`src/rtl/alu_seq_exec.sv`:
```
// Execute-stage ALU: single-cycle logic/arith/compare, iterative 1-bit/cycle shifter,
// valid/ready handshake on input and output, with flush and synchronous active-low reset.
module alu_seq_exec #(
   parameter int unsigned WIDTH   = 64,
   parameter int unsigned SHAMT_W = 6
) (
   input  logic               clk,
   input  logic               rst_n,
   input  logic               in_valid,
   output logic               in_ready,
   input  logic [3:0]         alu_op,
   input  logic [WIDTH-1:0]   op_a,
   input  logic [WIDTH-1:0]   op_b,
   input  logic               flush,
   output logic               out_valid,
   input  logic               out_ready,
   output logic [WIDTH-1:0]   result,
   output logic               zero,
   output logic               illegal_op
);

   localparam logic [3:0] OpAnd  = 4'b0000;
   localparam logic [3:0] OpOr   = 4'b0001;
   localparam logic [3:0] OpAdd  = 4'b0010;
   localparam logic [3:0] OpXor  = 4'b0011;
   localparam logic [3:0] OpSll  = 4'b0100;
   localparam logic [3:0] OpSrl  = 4'b0101;
   localparam logic [3:0] OpSub  = 4'b0110;
   localparam logic [3:0] OpSltu = 4'b0111;
   localparam logic [3:0] OpSlt  = 4'b1000;
   localparam logic [3:0] OpSra  = 4'b1001;

   typedef enum logic [1:0] {StIdle, StShift, StDone} state_e;

   state_e               state_q, state_d;
   logic [WIDTH-1:0]     res_q, res_d;
   logic                 ill_q, ill_d;
   logic [3:0]           op_q, op_d;
   logic [SHAMT_W-1:0]   cnt_q, cnt_d;

   logic [WIDTH-1:0]     alu_res;
   logic                 alu_ill;
   logic                 is_shift;
   logic [SHAMT_W-1:0]   shamt;

   assign shamt    = op_b[SHAMT_W-1:0];
   assign is_shift = (alu_op == OpSll) || (alu_op == OpSrl) || (alu_op == OpSra);

   // Single-cycle datapath for the non-shift operations
   always_comb begin
      alu_res = '0;
      alu_ill = 1'b0;
      unique case (alu_op)
         OpAdd:   alu_res = op_a + op_b;
         OpSub:   alu_res = op_a - op_b;
         OpAnd:   alu_res = op_a & op_b;
         OpOr:    alu_res = op_a | op_b;
         OpXor:   alu_res = op_a ^ op_b;
         OpSltu:  alu_res = {{(WIDTH-1){1'b0}}, (op_a < op_b)};
         OpSlt:   alu_res = {{(WIDTH-1){1'b0}}, ($signed(op_a) < $signed(op_b))};
         OpSll, OpSrl, OpSra: alu_res = '0;
         default: alu_ill = 1'b1;
      endcase
   end

   always_comb begin
      state_d = state_q;
      res_d   = res_q;
      ill_d   = ill_q;
      op_d    = op_q;
      cnt_d   = cnt_q;
      if (flush) begin
         state_d = StIdle;
         cnt_d   = '0;
      end else begin
         unique case (state_q)
            StIdle: begin
               if (in_valid) begin
                  op_d = alu_op;
                  if (is_shift) begin
                     res_d = op_a;
                     ill_d = 1'b0;
                     if (shamt == '0) begin
                        state_d = StDone;
                     end else begin
                        cnt_d   = shamt;
                        state_d = StShift;
                     end
                  end else begin
                     res_d   = alu_res;
                     ill_d   = alu_ill;
                     state_d = StDone;
                  end
               end
            end
            StShift: begin
               // res_q doubles as the shift register; its MSB still holds op_a's sign for sra
               unique case (op_q)
                  OpSll:   res_d = {res_q[WIDTH-2:0], 1'b0};
                  OpSrl:   res_d = {1'b0, res_q[WIDTH-1:1]};
                  default: res_d = {res_q[WIDTH-1], res_q[WIDTH-1:1]};
               endcase
               cnt_d = cnt_q - SHAMT_W'(1);
               if (cnt_q == SHAMT_W'(1)) begin
                  state_d = StDone;
               end
            end
            StDone: begin
               if (out_ready) begin
                  state_d = StIdle;
               end
            end
            default: state_d = StIdle;
         endcase
      end
   end

   always_ff @(posedge clk) begin
      if (!rst_n) begin
         state_q <= StIdle;
         res_q   <= '0;
         ill_q   <= 1'b0;
         op_q    <= '0;
         cnt_q   <= '0;
      end else begin
         state_q <= state_d;
         res_q   <= res_d;
         ill_q   <= ill_d;
         op_q    <= op_d;
         cnt_q   <= cnt_d;
      end
   end

   assign in_ready   = (state_q == StIdle);
   assign out_valid  = (state_q == StDone);
   assign result     = res_q;
   assign zero       = (res_q == '0);
   assign illegal_op = ill_q;

endmodule

```
`config.mk`:
```
export PLATFORM = sky130hd
export DESIGN_NAME = alu_seq_exec
export DESIGN_NICKNAME = d
export VERILOG_FILES = /design/src/rtl/alu_seq_exec.sv
export SDC_FILE = /design/constraint.sdc
export NUM_CORES = 1
export LEC_CHECK = 0
export BUFFER_PORTS_ARGS = -buffer_cell sky130_fd_sc_hd__buf_2
export CORE_UTILIZATION = 35
export CTS_CLUSTER_SIZE = 8
export DETAILED_ROUTE_END_ITERATION = 7
export PLACE_DENSITY = 0.61
export RECOVER_POWER = 25
export SLEW_MARGIN = 20
export SYNTH_ARGS = -nofsm -noshare
export SYNTH_HDL_FRONTEND = slang
export SYNTH_SLANG_ARGS = --single-unit
export TNS_END_PERCENT = 1
```
`constraint.sdc`:
```
create_clock -name clk -period 4 [get_ports clk]
set_input_delay 0.6 -clock clk [delete_from_list [all_inputs] [get_ports clk]]
set_output_delay 0.6 -clock clk [all_outputs]
set_load 0.02 [all_outputs]
```
==> run metrics <==
flops & latches, synth 77; worst hold path endpoint op_q[2]; # diodes 0; # fillers 4740; FF-to-FF End result[43]; syn_nets 2707; post-route minimum period 3.79 ns; Fmax achieved 264 MHz; Root Driver clkbuf_16; CTS hold repair buffers 0; leakage power 0.00821 uW; H-tree depth 3; Congestion Overflow GR 0; Setup Viol. Count Final 0; Placed Area 0.0185 mm2; Die Area 0.0461 mm2; slowest CP cell o21ai_0; Hold Startpoint op_q[2]; Most used DFF post-synth dfxtp_1; maximum vdd ir drop 0.000238 V; CP Launch Type input port; Max Cap Viol 0; Slew Viols, Final 0; CTS tree built; drt initial violations 2062; clock slew at reported path FFs 0.07 ns; crit path cell chain buf_2, inv_1, ha_1, nand4_1, buf_4, nor3_1, nand2_1, a21oi_1, o21ai_2, o21ai_0, buf_4, o221ai_1, a221oi_1, a211oi_1; Pwr Density 223 mW/mm2; DIE WIDTH 215 um; R2R Path Start state_q[1]; wire per inst 24.7 um; Post-synth EDFFs 0; Max-slew headroom 33.7%; post-route cell area 0.0187 mm2; vias 20213; Worst Hold Class register to register; Area Overhead vs Synth 18.4%; multi-input logic area 0.0130 mm2; post-detail-place hpwl 61.3 mm; row count 77; clock sinks 77; Post-Syn Area 0.0158 mm2; final non-filler cell total 3183; Yosys warnings 0; Floorplan Core Area 0.0444 mm2; antenna violations before repair 0; FFs w/ async S/R, synth 0%; unrepaired setup endpoints after global routing no; pin count of the biggest net entering global routing 46; Total GRT Usage 33.1%; average size of a mapped cell 6.76 um2; IO Count 205; period utilization 94.9%; starting density of the core 35.6%; drt first pass iters 6; first-pass GRT wire length 119 mm; routability cong. 1.07; post-synth cell types 89; Worst-Margin Slew 0.986 ns; Post-Route Skew 0.0135 ns; Net count, final 2951; crit path capture type register; post-synthesis sequential area ratio 9.74%; R2R cell count 9; vias in the first global route 19100; vias per inst 6.35; Clock Tree Buf Depth 2; Crit Path Class input port to register; input/output buffers 204; Routed WL 78.5 mm; max incr delay on CP 0.51 ns; Critical Path RT 4.25 ns; Cells after Synth 2343; CTS Buf Count 9; WHS Path Cells 2; Cells after DPL 3168; Seq. cell area 0.00154 mm2; outcome finished, final reports clean; CP Max Fanout 9; top cell family by delay on the critical path compound AO/OA/AOI/OAI gates; Fin. Hold Viols 0; Clk Latency, worst-skew pair 0.39 ns; critical path arrival 4.05 ns; Worst path most repeated cell buf_4; R2R setup slack 1.01 ns; share of post-route cells with drive strength above 1 16.3%; CP Buf/Inv Count 4; Die H 215 um; final routed DRC violation total 0; post-route ant nets 0
[placed cells by master, fill, tap and decap left out, types with 24 or more instances in the layout]
cell,Yosys,routed
mux2i_1,32,32
nor2b_1,26,24
buf_2,22,168
o21bai_1,31,31
nor2_1,193,191
a31oi_1,40,40
o221ai_1,26,26
clkbuf_1,114,36
ha_1,225,225
nor3_1,49,46
buf_4,0,181
a221oi_1,39,39
o31ai_1,27,27
dfxtp_1,77,77
nor4_1,46,46
nand2_1,227,227
o21ai_0,159,159
nand4_1,33,33
a221o_1,36,36
a21oi_1,255,254
o211ai_1,70,70
a211oi_1,27,27
nand3_1,53,53
inv_1,199,199
[cells by family (layout without fill, tap and decap cells)]
family	after synthesis	after routing	synth area share, %
fa+ha+maj	227	227	18.0
mux	32	32	2.02
flops	77	77	9.74
simple gates	699	699	20.6
buf+inv	361	609	8.78
compound gates	932	932	39.9
xor+xnor	15	15	0.830
[synthesized netlist by cell type (all sizes together) (17+ instances only)]
cell | number | area share [%]
a31oi | 41 | 1.7
nand4 | 33 | 1.3
o2111ai | 18 | 1.0
nor2b | 26 | 1.0
nor3 | 50 | 1.6
nand3 | 53 | 1.7
o221ai | 26 | 1.4
nor4 | 50 | 2.2
mux2i | 32 | 2.0
o21bai | 31 | 1.5
nor2 | 194 | 4.6
dfxtp | 77 | 9.7
ha | 225 | 18
a21oi | 256 | 8.1
inv | 200 | 4.7
o31ai | 28 | 1.4
o21ai | 164 | 5.2
a22oi | 17 | 0.81
o211ai | 70 | 3.3
buf | 44 | 1.3
a221oi | 41 | 2.3
a211oi | 28 | 1.4
a221o | 36 | 2.3
nand2 | 227 | 5.4
clkbuf | 114 | 2.7
a21boi | 23 | 1.1
[power breakdown]
group | total (uW) | internal (uW) | switching, uW | leakage [uW]
Combinational | 2400 | 860 | 1540 | 0.00745
Clock | 857 | 418 | 440 | 0.000131
Sequential | 918 | 815 | 102 | 0.000630
Total | 4180 | 2090 | 2080 | 0.00821
[per-stage QoR]
| step | total power [uW] | setup TNS [ns] | setup slack (ns) | hold slack (ns) | utilization, % |
|---|---|---|---|---|---|
| 4_1_cts | 4120 | 0 | 0.266 | 0.472 | 42.3 |
| 3_5_place_dp | 3250 | -0.500 | -0.139 | 0.463 | 41.7 |
| 2_1_floorplan | 2280 | 0 | 0.729 | 0.439 | - |
| 5_1_grt | 4390 | 0 | 0.00406 | 0.490 | 42.2 |
| 6_report | 4180 | 0 | 0.206 | 0.468 | 42.2 |
| 3_3_place_gp | 3240 | -0.526 | -0.152 | 0.452 | 41.7 |
[state kept, by name, summed over array words and instances, names as in the netlist]
| signal | cells |
|---|---|
| op_q | 4 |
| state_q | 2 |
| cnt_q | 6 |
| result | 64 |
| illegal_op | 1 |
[repair_timing]
item	4_1_cts	5_1_grt
endpoints found under the setup margin	0	3
gates resized for setup	0	2
setup buffers	0	0
[metal layers]
layer | vias up | GRT usage, % | wire, um
li1 | 9188 | - | -
met5 | - | 0 | 0
met3 | 171 | 6.09 | 7750
met2 | 1164 | 52.3 | 34900
met4 | 0 | 14.2 | 3240
met1 | 9690 | 43.7 | 32600
[worst reg2reg max path: stages (launching register included)]
cell	delay, ns
dfxtp_1	0.64
nand2b_1	0.48
nand2_1	0.24
buf_4	0.32
a21oi_1	0.18
o221ai_1	0.14
a21oi_1	0.39
o211ai_1	0.16
o21ai_0	0.25
a211oi_1	0.07
[layout make-up]
class	instances	area share [%]
Multi-Input combinational cell	1905	69.2
Timing Repair Buffer	391	13.1
Sequential cell	77	8.22
Inverter	203	4.07
Tap cell	592	3.95
Clock buffer	9	1.20
Clock inverter	6	0.214
[worst max-delay path by stage]
stage / startpoint / end / cells after the start
final: op_a[16] / result[47] / 14
after global routing: op_a[16] / result[47] / 14
after CTS: op_b[1] / result[63] / 14
after detailed placement: op_a[14] / result[63] / 15
after global placement: op_b[1] / result[63] / 14
after floorplan: op_a[0] / result[50] / 12
No activity file was read; power rests on OpenSTA's default activity.
